--- src/rtl/execute_stage.sv ---
// Execute stage: forwarding muxes, ALU, branch compare, and the EX/MEM pipeline register.
// Ports:
//   es_i_clk, es_i_rst_n        clock (rising edge), asynchronous active-low reset
//   es_i_stall, es_i_flush      hold the EX/MEM register / capture a bubble (flush wins)
//   es_i_valid                  ID/EX holds a real instruction
//   es_i_control                ALU operation code
//   es_i_rs_data, es_i_rt_data  register operands
//   es_i_imm, es_i_shamt        extended immediate, shift amount
//   es_i_alusrc, es_i_pc_plus4  operand B select (1 = imm), PC+4 for the branch target
//   es_i_fwd_a, es_i_fwd_b      forwarding selects (01 = EX/MEM result, 10 = MEM/WB data)
//   es_i_wb_data                MEM/WB result
//   es_i_rd, es_i_regwrite, es_i_memread, es_i_memwrite, es_i_memtoreg  control passed down the pipe
//   es_o_*                      registered EX/MEM outputs
module execute_stage #(
  parameter int unsigned DWIDTH = 32,
  parameter int unsigned CWIDTH = 5
) (
  input  logic              es_i_clk,
  input  logic              es_i_rst_n,
  input  logic              es_i_stall,
  input  logic              es_i_flush,
  input  logic              es_i_valid,
  input  logic [CWIDTH-1:0] es_i_control,
  input  logic [DWIDTH-1:0] es_i_rs_data,
  input  logic [DWIDTH-1:0] es_i_rt_data,
  input  logic [DWIDTH-1:0] es_i_imm,
  input  logic [4:0]        es_i_shamt,
  input  logic              es_i_alusrc,
  input  logic [DWIDTH-1:0] es_i_pc_plus4,
  input  logic [1:0]        es_i_fwd_a,
  input  logic [1:0]        es_i_fwd_b,
  input  logic [DWIDTH-1:0] es_i_wb_data,
  input  logic [4:0]        es_i_rd,
  input  logic              es_i_regwrite,
  input  logic              es_i_memread,
  input  logic              es_i_memwrite,
  input  logic              es_i_memtoreg,
  output logic [DWIDTH-1:0] es_o_result,
  output logic [DWIDTH-1:0] es_o_store_data,
  output logic [DWIDTH-1:0] es_o_branch_target,
  output logic [4:0]        es_o_rd,
  output logic              es_o_regwrite,
  output logic              es_o_memread,
  output logic              es_o_memwrite,
  output logic              es_o_memtoreg,
  output logic              es_o_valid,
  output logic              es_o_branch_taken,
  output logic              es_o_overflow
);

  localparam int unsigned MSB = DWIDTH - 1;

  localparam logic [CWIDTH-1:0] OP_ADD  = CWIDTH'(0);
  localparam logic [CWIDTH-1:0] OP_SUB  = CWIDTH'(1);
  localparam logic [CWIDTH-1:0] OP_AND  = CWIDTH'(2);
  localparam logic [CWIDTH-1:0] OP_OR   = CWIDTH'(3);
  localparam logic [CWIDTH-1:0] OP_SLT  = CWIDTH'(5);
  localparam logic [CWIDTH-1:0] OP_SLTU = CWIDTH'(6);
  localparam logic [CWIDTH-1:0] OP_SLL  = CWIDTH'(7);
  localparam logic [CWIDTH-1:0] OP_SRL  = CWIDTH'(8);
  localparam logic [CWIDTH-1:0] OP_SRA  = CWIDTH'(9);
  localparam logic [CWIDTH-1:0] OP_EQ   = CWIDTH'(10);
  localparam logic [CWIDTH-1:0] OP_NEQ  = CWIDTH'(11);
  localparam logic [CWIDTH-1:0] OP_GE   = CWIDTH'(12);
  localparam logic [CWIDTH-1:0] OP_GEU  = CWIDTH'(13);
  localparam logic [CWIDTH-1:0] OP_BEQ  = CWIDTH'(15);
  localparam logic [CWIDTH-1:0] OP_BNE  = CWIDTH'(16);

  // EX/MEM pipeline register payload
  typedef struct packed {
    logic [DWIDTH-1:0] result;
    logic [DWIDTH-1:0] store_data;
    logic [DWIDTH-1:0] branch_target;
    logic [4:0]        rd;
    logic              regwrite;
    logic              memread;
    logic              memwrite;
    logic              memtoreg;
    logic              valid;
    logic              branch_taken;
    logic              overflow;
  } exmem_t;

  exmem_t            exmem_r;
  exmem_t            exmem_nxt;
  logic [DWIDTH-1:0] op_a;
  logic [DWIDTH-1:0] rt_fwd;
  logic [DWIDTH-1:0] op_b;
  logic [DWIDTH-1:0] add_res;
  logic [DWIDTH-1:0] sub_res;
  logic [DWIDTH-1:0] alu_res;
  logic              cmp_flag;
  logic              ovf;
  logic              br_taken;
  logic              bubble;

  // Forwarding: 01 takes the value currently held in EX/MEM, 10 the MEM/WB result
  always_comb begin
    op_a = es_i_rs_data;
    if (es_i_fwd_a == 2'b01)      op_a = exmem_r.result;
    else if (es_i_fwd_a == 2'b10) op_a = es_i_wb_data;
    rt_fwd = es_i_rt_data;
    if (es_i_fwd_b == 2'b01)      rt_fwd = exmem_r.result;
    else if (es_i_fwd_b == 2'b10) rt_fwd = es_i_wb_data;
    op_b = es_i_alusrc ? es_i_imm : rt_fwd;
  end

  assign add_res = op_a + op_b;
  assign sub_res = op_a - op_b;

  // ALU; unlisted codes fall back to ADDU with no flags
  always_comb begin
    alu_res  = add_res;
    cmp_flag = 1'b0;
    ovf      = 1'b0;
    br_taken = 1'b0;
    case (es_i_control)
      OP_ADD: begin
        alu_res = add_res;
        ovf     = (op_a[MSB] == op_b[MSB]) && (add_res[MSB] != op_a[MSB]);
      end
      OP_SUB: begin
        alu_res = sub_res;
        ovf     = (op_a[MSB] != op_b[MSB]) && (sub_res[MSB] != op_a[MSB]);
      end
      OP_AND:  alu_res = op_a & op_b;
      OP_OR:   alu_res = op_a | op_b;
      OP_SLT: begin
        cmp_flag = $signed(op_a) < $signed(op_b);
        alu_res  = {{(DWIDTH-1){1'b0}}, cmp_flag};
      end
      OP_SLTU: begin
        cmp_flag = op_a < op_b;
        alu_res  = {{(DWIDTH-1){1'b0}}, cmp_flag};
      end
      OP_SLL:  alu_res = op_b << es_i_shamt;
      OP_SRL:  alu_res = op_b >> es_i_shamt;
      OP_SRA:  alu_res = $unsigned($signed(op_b) >>> es_i_shamt);
      OP_EQ: begin
        cmp_flag = op_a == op_b;
        alu_res  = {{(DWIDTH-1){1'b0}}, cmp_flag};
      end
      OP_NEQ: begin
        cmp_flag = op_a != op_b;
        alu_res  = {{(DWIDTH-1){1'b0}}, cmp_flag};
      end
      OP_GE: begin
        cmp_flag = $signed(op_a) >= $signed(op_b);
        alu_res  = {{(DWIDTH-1){1'b0}}, cmp_flag};
      end
      OP_GEU: begin
        cmp_flag = op_a >= op_b;
        alu_res  = {{(DWIDTH-1){1'b0}}, cmp_flag};
      end
      OP_BEQ: begin
        alu_res  = '0;
        br_taken = op_a == op_b;
      end
      OP_BNE: begin
        alu_res  = '0;
        br_taken = op_a != op_b;
      end
      default: alu_res = add_res;
    endcase
  end

  // Next EX/MEM contents; a flush or an invalid slot becomes an all-zero bubble
  always_comb begin
    exmem_nxt = '0;
    bubble    = es_i_flush || !es_i_valid;
    if (!bubble) begin
      exmem_nxt.result        = alu_res;
      exmem_nxt.store_data    = rt_fwd;
      exmem_nxt.branch_target = es_i_pc_plus4 + (es_i_imm << 2);
      exmem_nxt.rd            = es_i_rd;
      exmem_nxt.regwrite      = es_i_regwrite && !ovf;
      exmem_nxt.memread       = es_i_memread;
      exmem_nxt.memwrite      = es_i_memwrite && !ovf;
      exmem_nxt.memtoreg      = es_i_memtoreg;
      exmem_nxt.valid         = 1'b1;
      exmem_nxt.branch_taken  = br_taken;
      exmem_nxt.overflow      = ovf;
    end
  end

  // EX/MEM register; stall holds unless a flush overrides it
  always_ff @(posedge es_i_clk or negedge es_i_rst_n) begin
    if (!es_i_rst_n)                   exmem_r <= '0;
    else if (!es_i_stall || es_i_flush) exmem_r <= exmem_nxt;
  end

  assign es_o_result        = exmem_r.result;
  assign es_o_store_data    = exmem_r.store_data;
  assign es_o_branch_target = exmem_r.branch_target;
  assign es_o_rd            = exmem_r.rd;
  assign es_o_regwrite      = exmem_r.regwrite;
  assign es_o_memread       = exmem_r.memread;
  assign es_o_memwrite      = exmem_r.memwrite;
  assign es_o_memtoreg      = exmem_r.memtoreg;
  assign es_o_valid         = exmem_r.valid;
  assign es_o_branch_taken  = exmem_r.branch_taken;
  assign es_o_overflow      = exmem_r.overflow;

endmodule

--- config.mk ---
export PLATFORM = sky130hd
export DESIGN_NAME = execute_stage
export DESIGN_NICKNAME = d
export VERILOG_FILES = /design/src/rtl/execute_stage.sv
export SDC_FILE = /design/constraint.sdc
export NUM_CORES = 1
export LEC_CHECK = 0
export ABC_AREA = 1
export CORE_UTILIZATION = 25
export CTS_BUF_LIST = sky130_fd_sc_hd__clkbuf_16
export CTS_CLUSTER_SIZE = 14
export DETAILED_ROUTE_END_ITERATION = 10
export SLEW_MARGIN = 20
export SYNTH_ARGS = -nofsm -noshare
export SYNTH_HDL_FRONTEND = slang
export SYNTH_SLANG_ARGS = --single-unit
--- constraint.sdc ---
create_clock -name es_i_clk -period 4.1 [get_ports es_i_clk]
set_input_delay 0.615 -clock es_i_clk [delete_from_list [all_inputs] [get_ports es_i_clk]]
set_output_delay 0.615 -clock es_i_clk [all_outputs]
set_load 0.05 [all_outputs]
==> results.cfg <==
[run_status]
status = finished clean

[cts]
cts_tree = built
clk_latency_ns = 0.42
cts_sinks = 108
cts_hold_buf = 0
root_buffer = clkbuf_16
htreeDepth = 3
clock_path_buffers = 2
clk_pin_slew_ns = 0.10
numCtsBuffers = 9

[yosys]
synth.avg_cell_area_um2 = 5.78
syn-num-nets = 3202
synth_edf_count = 0
synth_area_mm2 = 0.0167
synth_async_sr_flop_share_pct = 100
synth.distinct_cells = 50
syn_inst = 2885
seq_area_frac_synth_pct = 16.2
yosys_register_bits = 108
ys_warn_count = 0
synth_top_flop_cell = dfrtp_1

[die]
core-area_mm2 = 0.0659
die_area_mm2 = 0.0678
std_cell_rows = 94
initial_core_util_pct = 25.3
io_pins = 297
fp.dieW_um = 260
die_h_um = 260

[placed_design]
place.gp.congestion = 1.01
pre_cts_slack_ns = -0.407
hpwl_um = 79100
port_buffers = 296
dpl_cell_area_mm2 = 0.0240

[setup_path]
crit_top_cell = nand2_1
critPathMaxFanout = 4
worstPathRequired_ns = 4.41
slowest_stage = fa_1
critPathArrivalTime_ns = 4.22
start_kind = input pin
worstRegToRegCells = 23
slowest_delay_ns = 0.43
critPathKind = in2reg
crit_path_end_kind = register

[power_and_ir_drop]
max-vdd-ir-drop_v = 0.000251
p_leak_nw = 12.3
p_total_mw = 6.37
powerDensity_mw_per_mm2 = 261

[timing]
fmax_mhz = 256
slew_violations = 0
tightest_slew_ns = 0.778
finalSetupViolations = 0
setup_slack_ns = 0.191
slew_headroom_pct = 47.8
period_needed_ns = 3.91
finalHoldViolations = 0
finalClockSkew_ns = 0.0156
final.period_utilization_pct = 95.3

[route]
wl_um = 95100
wire_per_inst_um = 21.5
antenna_left = 0
drt_pass1_iterations = 5
first_iter_violations = 2616
drc = 0
viasPerCell = 5.21
vias = 23000

[grt]
grt_start_max_net_pins = 92
grt_pass1_wl_um = 139000
antenna_found_initial = 1
grt_pass1_vias = 21700
grt.total_usage_pct = 27.5
grt_remaining_overflow = 0

[cells_and_area]
area_growth_pct = 46.4
drive_gt1_share_pct = 16.7
final_util_pct = 37.1
seqCellArea_mm2 = 0.00270
mostFrequentLayoutCells = 789 x nand2_1, 574 x nand3_1, 479 x buf_4
final_common_cell = nand2_1
final_area_mm2 = 0.0244
fillerInstances = 7298
nNetsFinal = 3860
multiInputGateArea_mm2 = 0.0123

[flow_run]
cap_violations = 0

[min_path]
hold_path_class = in2async
==> layout make-up <==
cell class              count  area share [%]
diodes                      2          0.0205
clock buffers               9           0.922
clock inverters             7           0.328
inverters                 314            4.82
multi-input cells        2320            50.4
flip-flops and latches    108            11.1
well taps                 864            4.43
repair buffers            790            28.1
==> through the flow <==
stage,TNS [ns],hold WS (ns),instances
6_report,0,0.233,4414
5_1_grt,-0.00124,0.292,4412
4_1_cts,0,0.252,4411
3_5_place_dp,-5.95,0.469,4395
3_3_place_gp,-4.65,0.465,4395
2_1_floorplan,0,0.319,2885
==> timing repair <==
action / in CTS / in global routing
endpoints found under the setup margin: 0 / 25
endpoints found under the hold margin: 0 / 0
gates resized for setup: 0 / 33
setup buffers: 0 / 1
==> flip-flops by register name, indices dropped and copies added, names as in the netlist <==
name                cells
es_o_rd                 5
es_o_store_data        32
es_o_regwrite           1
es_o_valid              1
es_o_memread            1
es_o_overflow           1
es_o_branch_taken       1
es_o_memtoreg           1
es_o_result            32
es_o_branch_target     32
es_o_memwrite           1
==> logic make-up (layout without fill, tap and decap cells) <==
kind of cell,Yosys count,after routing,share of synthesized area (%)
adder cells (fa/ha/maj),128,128,9.73
buffers and inverters,457,1120,10.7
AND/OR/NAND/NOR,1668,1668,44.3
AO/OA/AOI/OAI,502,502,17.9
other,0,2,0
flip-flops,108,108,16.2
XOR/XNOR,22,22,1.15
==> worst max-delay path, delay by kind of cell <==
kind / cells / cell delay (ns)
buffers and inverters: 8 / 1.50
AND/OR/NAND/NOR: 11 / 0.90
AO/OA/AOI/OAI: 5 / 0.60
adder cells (fa/ha/maj): 2 / 0.59
==> final timing paths <==
path,slack [ns],end,start
hold reg to reg,0.49,es_o_branch_target[23],es_o_branch_target[23]
max in group asynchronous,2.99,es_o_result[18],es_i_rst_n
setup / recovery,0.19,es_o_result[24],es_i_wb_data[0]
min in group es_i_clk,0.49,es_o_branch_target[23],es_o_branch_target[23]
setup reg to reg,0.57,es_o_result[24],es_o_result[0]
hold / removal,0.23,es_o_branch_target[20],es_i_rst_n
==> cell usage after synthesis (all sizes together) (2+ instances only) <==
| cell type | number | share of area [%] |
|---|---|---|
| nand2 | 794 | 18 |
| nand3 | 601 | 19 |
| inv | 312 | 7.0 |
| o21ai | 181 | 5.4 |
| a21oi | 173 | 5.2 |
| nor2 | 169 | 3.8 |
| ha | 125 | 9.4 |
| dfrtp | 108 | 16 |
| clkbuf | 87 | 2.0 |
| buf | 56 | 1.7 |
| or2 | 40 | 1.5 |
| a32o | 30 | 1.8 |
| nand4 | 30 | 1.1 |
| o211ai | 21 | 0.94 |
| o21bai | 19 | 0.85 |
| xor2 | 19 | 1.0 |
| nor3 | 17 | 0.51 |
| a22o | 12 | 0.63 |
| nand3b | 11 | 0.49 |
| a211oi | 9 | 0.40 |
| a21o | 8 | 0.36 |
| a31oi | 8 | 0.30 |
| o22ai | 8 | 0.30 |
| a21boi | 7 | 0.31 |
| nor4 | 6 | 0.22 |
| o221ai | 6 | 0.31 |
| o31ai | 6 | 0.27 |
| fa | 3 | 0.36 |
| o2111ai | 3 | 0.16 |
| xnor2 | 3 | 0.16 |
| a221oi | 2 | 0.10 |
| clkinv | 2 | 0.045 |
| o21a | 2 | 0.090 |
==> power breakdown <==
group	total [mW]	switching (mW)	leakage [nW]	internal, mW
clock	1.04	0.604	0.146	0.439
combinational	4.13	2.42	10.7	1.71
sequential	1.20	0.0764	1.47	1.12
==> per-layer routing <==
layer  routed length [um]  global-route usage, %  up-vias  share of wire (%)
met1                41300                   37.0    10700                 43
met4                 4700                   12.5        0                4.9
met2                41500                   43.2     1089                 44
met5                    0                      0        -                  0
li1                     -                      -    11000                  -
met3                 7610                   4.19      178                8.0
(Power assumes the default switching activity.)
